$ cat src/rtl/municao_pkg.sv
// ============================================================================
// Module      : municao_pkg
// Description : Shared state encodings and default geometry for the shot
//               controller and the ammunition renderer.
// Revision    : 1.0 - initial release
// ============================================================================
`default_nettype none

package municao_pkg;

   typedef enum logic [1:0] {
      ST_IDLE     = 2'd0,
      ST_FLIGHT   = 2'd1,
      ST_COOLDOWN = 2'd2
   } state_e;

   // The renderer uses the same launch height so the shot leaves the drawn bar.
   localparam int DEF_LAUNCH_Y    = 489;
   localparam int DEF_TOP_Y       = 2;
   localparam int DEF_STEP        = 4;
   localparam int DEF_MAX_AMMO    = 8;
   localparam int DEF_COOLDOWN_FR = 6;

   function automatic int cnt_width(input int max_val);
      return (max_val < 1) ? 1 : $clog2(max_val + 1);
   endfunction

endpackage

`default_nettype wire

$ cat src/rtl/municao_frame_timer.sv
// ============================================================================
// Module      : municao_frame_timer
// Description : Frame-tick driven down-counter; done pulses with the tick that
//               exhausts the loaded count.
// Revision    : 1.0 - initial release
// ============================================================================
`default_nettype none

module municao_frame_timer
   import municao_pkg::*;
#(
   parameter int LOAD_VAL = DEF_COOLDOWN_FR
)(
   input  logic clk,
   input  logic reset,
   input  logic load_i,
   input  logic tick_i,
   output logic done_o
);

   localparam int               CNT_W  = cnt_width(LOAD_VAL);
   localparam logic [CNT_W-1:0] c_LOAD = CNT_W'(LOAD_VAL);
   localparam logic [CNT_W-1:0] c_ONE  = CNT_W'(1);

   logic [CNT_W-1:0] cnt_q;
   logic [CNT_W-1:0] cnt_d;

   // A zero load still waits for one tick so the caller always sees a done.
   always_comb begin
      cnt_d  = cnt_q;
      done_o = 1'b0;
      if (load_i) begin
         cnt_d = c_LOAD;
      end else if (tick_i) begin
         done_o = (cnt_q <= c_ONE);
         cnt_d  = (cnt_q == '0) ? '0 : cnt_q - c_ONE;
      end
   end

   always_ff @(posedge clk) begin
      if (reset) begin
         cnt_q <= '0;
      end else begin
         cnt_q <= cnt_d;
      end
   end

endmodule

`default_nettype wire

$ cat src/rtl/municao_ctrl.sv
// ============================================================================
// Module      : municao_ctrl
// Description : Shot controller - launches one projectile from the bar, steps
//               it upward each frame, retires it and tracks the ammo count.
//               Optional build macro: MUNICAO_AUTOFIRE_EN (level-triggered fire).
// Revision    : 1.0 - initial release
// ============================================================================
`default_nettype none

module municao_ctrl
   import municao_pkg::*;
#(
   parameter int X_W         = 11,
   parameter int Y_W         = 10,
   parameter int LAUNCH_Y    = DEF_LAUNCH_Y,
   parameter int TOP_Y       = DEF_TOP_Y,
   parameter int STEP        = DEF_STEP,
   parameter int MAX_AMMO    = DEF_MAX_AMMO,
   parameter int COOLDOWN_FR = DEF_COOLDOWN_FR
)(
   input  logic                             clk,
   input  logic                             reset,
   input  logic                             frame_tick,
   input  logic                             fire,
   input  logic [X_W-1:0]                   bar_x,
   input  logic                             hit,
   input  logic                             reload,
   output logic [X_W-1:0]                   shot_x,
   output logic [Y_W-1:0]                   shot_y,
   output logic                             shot_active,
   output logic                             fire_ack,
   output logic [$clog2(MAX_AMMO+1)-1:0]    ammo_count
);

   localparam int             CW           = $clog2(MAX_AMMO + 1);
   localparam logic [Y_W-1:0] c_LAUNCH_Y   = Y_W'(LAUNCH_Y);
   localparam logic [Y_W-1:0] c_STEP       = Y_W'(STEP);
   localparam logic [Y_W-1:0] c_RETIRE_Y   = Y_W'(TOP_Y + STEP);
   localparam logic [CW-1:0]  c_MAX_AMMO   = CW'(MAX_AMMO);
   localparam logic [CW-1:0]  c_ONE        = CW'(1);

   state_e         state_q, state_d;
   logic [X_W-1:0] shot_x_q, shot_x_d;
   logic [Y_W-1:0] shot_y_q, shot_y_d;
   logic           active_q, active_d;
   logic           ack_q, ack_d;
   logic [CW-1:0]  ammo_q, ammo_d;
   logic           fire_q;

   logic           w_launch_req;
   logic           w_retire;
   logic           w_cool_done;

`ifdef MUNICAO_AUTOFIRE_EN
   assign w_launch_req = fire;
`else
   assign w_launch_req = fire & ~fire_q;
`endif

   municao_frame_timer #(
      .LOAD_VAL (COOLDOWN_FR)
   ) u_cooldown (
      .clk    (clk),
      .reset  (reset),
      .load_i (w_retire),
      .tick_i (frame_tick),
      .done_o (w_cool_done)
   );

   always_comb begin
      state_d  = state_q;
      shot_x_d = shot_x_q;
      shot_y_d = shot_y_q;
      active_d = active_q;
      ack_d    = 1'b0;
      ammo_d   = reload ? c_MAX_AMMO : ammo_q;
      w_retire = 1'b0;

      case (state_q)
         ST_IDLE: begin
            // Eligibility looks at the registered count; a same-cycle reload
            // only changes the value that gets decremented.
            if (w_launch_req && (ammo_q != '0)) begin
               state_d  = ST_FLIGHT;
               shot_x_d = bar_x;
               shot_y_d = c_LAUNCH_Y;
               active_d = 1'b1;
               ack_d    = 1'b1;
               ammo_d   = ammo_d - c_ONE;
            end
         end
         ST_FLIGHT: begin
            if (hit) begin
               w_retire = 1'b1;
            end else if (frame_tick) begin
               if (shot_y_q < c_RETIRE_Y) begin
                  w_retire = 1'b1;
               end else begin
                  shot_y_d = shot_y_q - c_STEP;
               end
            end
         end
         ST_COOLDOWN: begin
            if (w_cool_done) begin
               state_d = ST_IDLE;
            end
         end
         default: begin
            state_d = ST_IDLE;
         end
      endcase

      if (w_retire) begin
         active_d = 1'b0;
         state_d  = ST_COOLDOWN;
      end
   end

   always_ff @(posedge clk) begin
      if (reset) begin
         state_q  <= ST_IDLE;
         shot_x_q <= '0;
         shot_y_q <= c_LAUNCH_Y;
         active_q <= 1'b0;
         ack_q    <= 1'b0;
         ammo_q   <= c_MAX_AMMO;
         fire_q   <= 1'b0;
      end else begin
         state_q  <= state_d;
         shot_x_q <= shot_x_d;
         shot_y_q <= shot_y_d;
         active_q <= active_d;
         ack_q    <= ack_d;
         ammo_q   <= ammo_d;
         fire_q   <= fire;
      end
   end

   assign shot_x      = shot_x_q;
   assign shot_y      = shot_y_q;
   assign shot_active = active_q;
   assign fire_ack    = ack_q;
   assign ammo_count  = ammo_q;

endmodule

`default_nettype wire

$ cat config.mk
export PLATFORM = sky130hd
export DESIGN_NAME = municao_ctrl
export DESIGN_NICKNAME = d
export VERILOG_FILES = /design/src/rtl/municao_pkg.sv /design/src/rtl/municao_frame_timer.sv /design/src/rtl/municao_ctrl.sv
export SDC_FILE = /design/constraint.sdc
export NUM_CORES = 1
export LEC_CHECK = 0
export BUFFER_PORTS_ARGS = -buffer_cell sky130_fd_sc_hd__buf_2
export CAP_MARGIN = 40
export CORE_MARGIN = 10
export CORE_UTILIZATION = 54
export CTS_CLUSTER_DIAMETER = 30
export DETAILED_ROUTE_END_ITERATION = 8
export GPL_TIMING_DRIVEN = 1
export PLACE_DENSITY_LB_ADDON = 0.2
export SKIP_CTS_REPAIR_TIMING = 1
export SLEW_MARGIN = 20
export SYNTH_ARGS = -nofsm -noshare
export SYNTH_HDL_FRONTEND = slang
export SYNTH_HIERARCHICAL = 1
export SYNTH_SLANG_ARGS = --single-unit
export TNS_END_PERCENT = 1
$ cat constraint.sdc
create_clock -name clk -period 5 [get_ports clk]
set_input_delay 0.5 -clock clk [delete_from_list [all_inputs] [get_ports clk]]
set_output_delay 0.5 -clock clk [all_outputs]
set_load 0.02 [all_outputs]
==> run_results.csv, run 1 <==
group,metric,value,unit
sta,clock_skew,0.00702,ns
grt,antenna_found_initial,0,
sta,period_needed,2.02,ns
synth,synth-xor-area-share,1.19,%
sta,hold_viol,0,
sta,drv_slew,0,
floorplanning,die_h,72.2,um
worst_setup_path,cp-end-kind,"register",
pwr,ir_drop,0.292,mV
synth,synth_top_area_cell,"dfxtp_1",
routing,firstDrtPassIters,4,
sta,rsz0062_at_grt,"false",
routing,drt-initial-drc-count,67,
floorplanning,core_area,2540,sq um
synth,synthSimpleGateAreaFrac,26.7,%
grt,grt_start_max_net_pins,27,
placement,placed_cells_incl_taps,231,
sta,fmax,0.494,GHz
min_path,worstHoldPathType,"in2reg",
synth,yosysUniqueCellTypes,50,
sta,fin_setup_tns,0,ns
floorplanning,row_count,18,
placement,place_ws,2.96,ns
synth,netlist_top_cells_area,"dfxtp_1, nand2_1, a21oi_1",
worst_setup_path,crit_fanout,7,
routing,ant_nets,0,
worst_setup_path,cp.required,5.29,ns
clock_tree,clk_latency,0.35,ns
final_layout,layout-drive-gt1-share,29.2,%
pwr,cellPowerDensity,314,nW/um^2
floorplanning,io_pins,44,
clock_tree,cts_buffers,5,
worst_setup_path,worstPathArrival,2.32,ns
final_layout,final_nets,229,
clock_tree,htreeDepth,2,
sta,max_slew_margin,51.2,%
placement,numPortBuffers,42,
synth,ys_ff_latch,32,
synth,synth_compound_gate_area_share,18.0,%
synth,yosys_warnings,6,
pwr,p_leak,0.731,nW
sta,tightest_slew,0.731,ns
floorplanning,die-width,72.2,um
synth,syn-num-nets,187,
final_layout,num_antenna_cells,0,
routing,via_count,1315,
grt,gr-total-overflow,0,
clock_tree,cts_root_buf,"clkbuf_4",
clock_tree,cts_tree,"yes",
synth,synth_top_family_by_area,"simple AND/OR/NAND/NOR gates",
clock_tree,cts_buffer_depth,2,
synth,muxShareOfSynthArea,1.53,%
floorplanning,die_area,5220,sq um
floorplanning,start_util,57.9,%
pwr,power,0.000546,W
sta,hold_ws,0.377,ns
placement,post-dp-hpwl,2660,um
worst_setup_path,cp-start-kind,"register",
final_layout,instances_no_fill,239,
grt,grtUsageTotal,14.9,%
clock_tree,cts.sinks,32,
sta,timing.final.crit_share,40.5,%
routing,totalWireLength,3660,um
synth,synth_adder_area_share,3.40,%
synth,syn_inst,166,
placement,place_congestion,0.790,
sta,fin_ws,2.98,ns
sta,finalSetupViolCount,0,
final_layout,area_growth,17.9,%
synth,syn_area_per_cell,8.87,sq um
synth,yosys.area.top_type_share,43.5,%
routing,vias_per_cell,5.50,
clock_tree,path_clk_slew,0.10,ns
synth,ys_seq_area_share,43.5,%
routing,drc,0,
routing,post_drt_wl_per_cell,15.3,um
grt,grt_pass1_vias,1355,
synth,synth_area,1470,sq um
outcome,outcome,"completed",
job,maxCapViolations,0,
worst_setup_path,criticalPathCategory,"reg2reg",
grt,grt_pass1_wl,6270,um
-- logic make-up (layout without fill, tap and decap cells) --
group,Yosys count,in the layout
AO/OA/AOI/OAI,38,38
XOR/XNOR,2,2
adder cells (fa/ha/maj),4,4
buffers and inverters,16,59
flip-flops,32,32
multiplexers,2,2
other,1,1
AND/OR/NAND/NOR,71,71
-- Yosys cell counts (all sizes together) --
master and n:
nor4 2, clkbuf 3, dfxtp 32, and2 1, xnor2 2, a311oi 1
a2111o 1, or4 2, conb 1, o21a 2, o21ai 4, a31oi 3
a21oi 15, nor2 11, a211o 1, o2111a 1, or3 1, a21o 3
a211oi 2, inv 9, nor3b 3, nand4 2, nor4b 1, o311ai 1
nand3 4, buf 4, nand3b 1, and3 2, o211ai 1, nor3 7
mux2 2, a2111oi 1, nor2b 2, ha 4, a21boi 1, o2111ai 1
or2b 1, nand2b 6, nand2 25
-- metal layers --
layer | vias to the layer above | routed length (um) | GRT usage [%]
li1 | 665 | - | -
met1 | 587 | 1510 | 16.3
met2 | 53 | 1740 | 24.5
met3 | 10 | 321 | 5.58
met4 | 0 | 90 | 7.96
met5 | - | 0 | 0
-- report_power, final --
part | switching, W | total, W | internal [W]
sequential | 0.0000126 | 0.000284 | 0.000271
combinational | 0.0000644 | 0.000103 | 0.0000383
clock | 0.0000905 | 0.000159 | 0.0000687
total | 0.000168 | 0.000546 | 0.000378
-- registers in the layout, summed over array words and instances (netlist names) --
name / flops
fire_ack: 1
fire_q: 1
shot_active: 1
u_cooldown/cnt_q: 3
shot_x: 11
state_q: 2
ammo_count: 4
shot_y: 9
-- layout by cell type (no fill, tap or decap), types with 2 or more instances in the layout --
cell / instances
buf_2: 42
dfxtp_1: 32
nand2_1: 25
a21oi_1: 15
nor2_1: 10
inv_1: 9
nor3_1: 7
nand2b_1: 6
clkbuf_4: 5
ha_1: 4
nand3_1: 3
a21o_1: 3
a31oi_1: 2
nor3b_2: 2
mux2_2: 2
o21ai_1: 2
nand4_1: 2
o21ai_0: 2
o21a_1: 2
xnor2_1: 2
nor2b_1: 2
-- critical path: stages, from the launching register on --
cell,delay [ns]
dfxtp_1,0.37
nor3_1,0.44
a31oi_1,0.15
nor3b_1,0.62
nor4b_1,0.11
nor3_1,0.17
o21a_1,0.12
-- area by class of cell --
cell class / count / area, sq um
Fill cell: 216 / 808
Multi-Input combinational cell: 118 / 752
Sequential cell: 32 / 641
Timing Repair Buffer: 42 / 210
Clock buffer: 7 / 55.1
Tap cell: 30 / 37.5
Inverter: 9 / 33.8
Clock inverter: 1 / 7.51
-- stage by stage --
step | utilization, % | instance area [sq um]
final | 68.2 | 1740
after global routing | 68.2 | 1740
after CTS | 68.2 | 1740
after detailed placement | 65.8 | 1670
after global placement | 65.8 | 1670
after floorplan | - | 1470
-- worst paths after layout --
check / depth (start not counted) / startpoint / slack, ns / end
min: 3 / bar_x[2] / 0.38 / shot_x[2]$_SDFFE_PP0P_
max: 6 / shot_y[3]$_SDFFE_PP1P_ / 2.98 / state_q[1]$_SDFFE_PP0P_
max reg2reg: 6 / shot_y[3]$_SDFFE_PP1P_ / 2.98 / state_q[1]$_SDFFE_PP0P_
min reg2reg: 1 / shot_y[0]$_SDFFE_PP1P_ / 0.44 / shot_y[0]$_SDFFE_PP1P_
(Power assumes the default switching activity.)
==> inputs of run 2 (changes only) <==
- CORE_UTILIZATION: 54 -> 50
- clock period: 5 -> 1.95 ns (I/O delays scaled with it)
==> run 2 against run 1 <==
Against the previous run:
- hold slack worse by 0.30 ns
- critical path depth is 2 lower
- design area is 1.8% higher
- via count is 2.2% higher
- clock skew is 0.0056 ns higher
- sequential power grew to 2.6 times the previous value
- die area is 5.8% higher
- non-clock buffer count is 4 higher
- critical path type unchanged
- largest power group unchanged
==> run_results.csv, run 2 (same netlist as run 1, synthesis figures left out) <==
group,metric,value,unit
routing,drc,0,
grt,grt_pass1_wl,6100,um
worst_setup_path,cp.required,2.18,ns
sta,timing.final.crit_share,92.1,%
job,maxCapViolations,0,
final_layout,instances_no_fill,244,
placement,place_ws,0.208,ns
sta,rsz0062_at_grt,"false",
grt,grt_pass1_vias,1332,
pwr,cellPowerDensity,796,nW/um^2
grt,grt_start_max_net_pins,27,
final_layout,nFillCells,248,
grt,antenna_found_initial,0,
final_layout,largest_reg_flops,11,
pwr,p_leak,0.751,nW
final_layout,area_growth,20.1,%
worst_setup_path,criticalPathCategory,"reg2reg",
routing,totalWireLength,3580,um
pwr,ir_drop,0.691,mV
clock_tree,cts_root_buf,"clkbuf_4",
routing,firstDrtPassIters,4,
clock_tree,clk_latency,0.34,ns
worst_setup_path,rr_startpoint,"shot_y[3]$_SDFFE_PP1P_",
outcome,outcome,"completed",
final_layout,layout_common_cells,"buf_2, dfxtp_1, nand2_1",
floorplanning,die_h,74.3,um
routing,ant_nets,0,
worst_setup_path,crit_fanout,8,
grt,gr-total-overflow,0,
worst_setup_path,cp-start-kind,"register",
routing,drt-initial-drc-count,108,
clock_tree,cts_tree,"yes",
sta,finalSetupViolCount,0,
min_path,hp-start,"bar_x[2]",
final_layout,num_antenna_cells,0,
sta,fin_ws,0.154,ns
worst_setup_path,worstPathArrival,2.02,ns
sta,fmax,0.557,GHz
clock_tree,path_clk_slew,0.10,ns
floorplanning,start_util,52.9,%
sta,clock_skew,0.0126,ns
final_layout,final_nets,233,
sta,hold_viol,0,
final_layout,final_util,63.6,%
worst_setup_path,rr_worst_depth,4,
min_path,worstHoldPathType,"in2reg",
clock_tree,cts.sinks,32,
min_path,hold_depth,3,
clock_tree,cts_buffer_depth,2,
clock_tree,htreeDepth,2,
final_layout,final_common_cell,"buf_2",
placement,placed_cells_incl_taps,236,
floorplanning,io_pins,44,
sta,drv_slew,0,
sta,max_slew_margin,59.4,%
routing,via_count,1344,
worst_setup_path,rrSetupSlack,0.15,ns
sta,fin_setup_tns,0,ns
min_path,holdPathEnd,"shot_x[2]$_SDFFE_PP0P_",
worst_setup_path,cp-end-kind,"register",
worst_setup_path,timing.rr.end,"shot_y[8]$_SDFFE_PP1P_",
placement,post-dp-hpwl,2710,um
placement,numPortBuffers,42,
floorplanning,core_area,2780,sq um
grt,grtUsageTotal,13.9,%
routing,vias_per_cell,5.51,
clock_tree,cts_buffers,5,
floorplanning,die_area,5520,sq um
routing,post_drt_wl_per_cell,14.7,um
final_layout,layout-drive-gt1-share,30.5,%
placement,place_congestion,0.803,
sta,tightest_slew,0.609,ns
floorplanning,row_count,19,
floorplanning,die-width,74.3,um
sta,period_needed,1.80,ns
run 2: changes by cell type in the layout (fill, tap and decap cells not counted), sizes merged:
cell	previous run	this run
buf	42	46
run 2: how the worst max path moves through the flow:
stage                                        start                       to  slack (ns)  depth (start not counted)
final                       shot_y[3]$_SDFFE_PP1P_   shot_y[8]$_SDFFE_PP1P_        0.15                          4
after global routing        shot_y[3]$_SDFFE_PP1P_   shot_y[8]$_SDFFE_PP1P_        0.01                          4
after CTS                 ammo_count[2]$_SDFF_PP0_   shot_y[7]$_SDFFE_PP1P_        0.18                          5
after detailed placement  ammo_count[2]$_SDFF_PP0_   shot_y[7]$_SDFFE_PP1P_        0.21                          5
after global placement    ammo_count[2]$_SDFF_PP0_   shot_y[8]$_SDFFE_PP1P_        0.23                          4
after floorplan             shot_y[4]$_SDFFE_PP0P_  state_q[1]$_SDFFE_PP0P_        0.08                          6
run 2: critical path, cell delays in order, from the launching register on:
cell      delay (ns)
dfxtp_1         0.38
nor3_1          0.46
a211oi_2        0.26
o211ai_1        0.22
mux2_2          0.35
run 2: final cells by class:
| cell class | count | area, sq um | area share [%] |
|---|---|---|---|
| clock inverters | 1 | 7.51 | 0.425 |
| repair buffers | 46 | 240 | 13.6 |
| multi-input cells | 118 | 752 | 42.5 |
| inverters | 9 | 33.8 | 1.91 |
| clock buffers | 7 | 55.1 | 3.11 |
| flip-flops and latches | 32 | 641 | 36.2 |
| well taps | 31 | 38.8 | 2.19 |
run 2: stage by stage:
step           power [W]  hold WS, ns  instance area (sq um)
5_1_grt          0.00149       0.0661                   1770
4_1_cts          0.00142       0.0707                   1770
2_1_floorplan   0.000929        0.264                   1470
6_report         0.00141       0.0788                   1770
3_5_place_dp     0.00102        0.424                   1710
3_3_place_gp     0.00101        0.418                   1710
run 2: power by group:
group	switching, W	internal [W]
logic	0.000167	0.000108
clock network	0.000228	0.000176
registers	0.0000327	0.000695
run 2: per-layer routing:
layer | track usage, % | share of wire (%) | vias up
met5 | 0 | 0 | -
met4 | 5.69 | 1.9 | 0
met3 | 7.05 | 7.5 | 8
met2 | 22.7 | 49 | 33
met1 | 15.0 | 42 | 627
li1 | - | - | 676
==> inputs of run 3 (changes only) <==
- CORE_UTILIZATION: 50 -> 54
- clock period: 1.95 -> 2.3 ns (I/O delays scaled with it)
==> run 3 against run 2 <==
Against the previous run:
- hold slack improved by 0.038 ns
- maximum frequency fell by 4.5%
- register-to-register slack improved by 0.27 ns
- design area fell by 0.99%
- non-clock buffer count fell by 2
- critical path type unchanged
- largest cell class unchanged
- highest routed layer unchanged
==> run_results.csv, run 3 (same netlist as run 1, synthesis figures left out) <==
group,metric,value,unit
outcome,outcome,"completed",
routing,via_count,1373,
final_layout,layout-drive-gt1-share,30.3,%
worst_setup_path,timing.rr.end,"shot_y[8]$_SDFFE_PP1P_",
routing,post_drt_wl_per_cell,15.5,um
clock_tree,path_clk_slew,0.10,ns
pwr,p_leak,0.748,nW
floorplanning,start_util,57.9,%
clock_tree,htreeDepth,2,
worst_setup_path,worstPathArrival,2.11,ns
floorplanning,die-width,72.2,um
worst_setup_path,cp-start-kind,"register",
worst_setup_path,rr_worst_depth,4,
worst_setup_path,rr_startpoint,"ammo_count[1]$_SDFF_PP0_",
worst_setup_path,crit_fanout,21,
final_layout,final_common_cell,"buf_2",
floorplanning,die_h,72.2,um
routing,drt-initial-drc-count,62,
worst_setup_path,rrSetupSlack,0.42,ns
sta,rsz0062_at_grt,"false",
placement,place_congestion,0.783,
final_layout,layout_common_cells,"buf_2, dfxtp_1, nand2_1",
pwr,p_seq_share,51.9,%
worst_setup_path,crit_path_start,"ammo_count[1]$_SDFF_PP0_",
sta,hold_ws,0.117,ns
sta,period_needed,1.88,ns
worst_setup_path,cp-end-kind,"register",
routing,vias_per_cell,5.70,
clock_tree,clk_latency,0.33,ns
clock_tree,cts_root_buf,"clkbuf_4",
min_path,hold_depth,3,
placement,post-dp-hpwl,2800,um
worst_setup_path,criticalPathCategory,"reg2reg",
worst_setup_path,cp.required,2.53,ns
routing,drc,0,
grt,grt_start_max_net_pins,27,
grt,gr-total-overflow,0,
placement,numPortBuffers,42,
final_layout,area_growth,18.9,%
min_path,worstHoldPathType,"in2reg",
sta,timing.final.crit_share,81.8,%
worst_setup_path,endpoint,"shot_y[8]$_SDFFE_PP1P_",
final_layout,final_util,68.8,%
clock_tree,cts_buffer_depth,2,
pwr,clkPwrFrac,28.8,%
final_layout,largest_reg_flops,11,
pwr,cellPowerDensity,680,nW/um^2
sta,fmax,0.532,GHz
sta,clock_skew,0.00671,ns
pwr,swShare,31.1,%
pwr,ir_drop,0.585,mV
final_layout,num_antenna_cells,0,
sta,fin_setup_tns,0,ns
pwr,intPower,0.000820,W
sta,hold_viol,0,
floorplanning,die_area,5220,sq um
clock_tree,cts.sinks,32,
floorplanning,row_count,18,
pwr,p_switching,0.000371,W
job,maxCapViolations,0,
floorplanning,io_pins,44,
routing,totalWireLength,3740,um
grt,grt_pass1_wl,6210,um
pwr,combPwrFrac,19.3,%
floorplanning,core_area,2540,sq um
clock_tree,cts_buffers,5,
sta,tightest_slew,0.613,ns
sta,finalSetupViolCount,0,
routing,ant_nets,0,
grt,grtUsageTotal,14.5,%
clock_tree,cts_tree,"yes",
sta,max_slew_margin,59.1,%
grt,grt_pass1_vias,1395,
routing,firstDrtPassIters,4,
final_layout,final_nets,231,
sta,drv_slew,0,
grt,antenna_found_initial,0,
[run 3: stage by stage]
step	worst slack, ns	area, sq um	total power, W	instances
2_1_floorplan	0.433	1470	0.000787	166
3_3_place_gp	0.476	1690	0.000847	233
3_5_place_dp	0.440	1690	0.000860	233
4_1_cts	0.423	1750	0.00120	241
5_1_grt	0.357	1750	0.00125	241
6_report	0.419	1750	0.00119	241
[run 3: how the worst min path moves through the flow]
stage	startpoint	end	slack [ns]
2_1_floorplan	reset	u_cooldown/cnt_q[1]$_SDFFE_PP0P_	0.30
3_3_place_gp	shot_y[0]$_SDFFE_PP1P_	shot_y[0]$_SDFFE_PP1P_	0.42
3_5_place_dp	shot_y[0]$_SDFFE_PP1P_	shot_y[0]$_SDFFE_PP1P_	0.42
4_1_cts	bar_x[7]	shot_x[7]$_SDFFE_PP0P_	0.12
5_1_grt	bar_x[6]	shot_x[6]$_SDFFE_PP0P_	0.13
6_report	bar_x[6]	shot_x[6]$_SDFFE_PP0P_	0.12
[run 3: worst max-delay path: stages, from the launching register on]
cell and delay [ns]:
dfxtp_1 0.36, or4_4 0.57, and3_4 0.28, o211ai_1 0.22
mux2_2 0.35
[run 3: routing by layer]
| metal | track usage [%] | share of wire [%] | up-vias |
|---|---|---|---|
| li1 | - | - | 672 |
| met1 | 15.9 | 41 | 644 |
| met2 | 24.1 | 50 | 48 |
| met3 | 5.58 | 7.0 | 9 |
| met4 | 6.67 | 1.9 | 0 |
| met5 | 0 | 0 | - |
[run 3: final cells by class]
| cell class | instances | area [sq um] |
|---|---|---|
| Fill cell | 222 | 795 |
| Timing Repair Buffer | 44 | 225 |
| Inverter | 9 | 33.8 |
| Tap cell | 30 | 37.5 |
| Multi-Input combinational cell | 118 | 752 |
| Clock buffer | 6 | 51.3 |
| Clock inverter | 2 | 10.0 |
| Sequential cell | 32 | 641 |
[run 3: power groups by stage]
stage / combinational (W) / sequential (W) / clock [W]
3_5_place_dp: 0.000231 / 0.000630 / 0
5_1_grt: 0.000258 / 0.000622 / 0.000374
3_3_place_gp: 0.000221 / 0.000625 / 0
6_report: 0.000230 / 0.000618 / 0.000343
4_1_cts: 0.000232 / 0.000617 / 0.000347
2_1_floorplan: 0.000129 / 0.000659 / 0
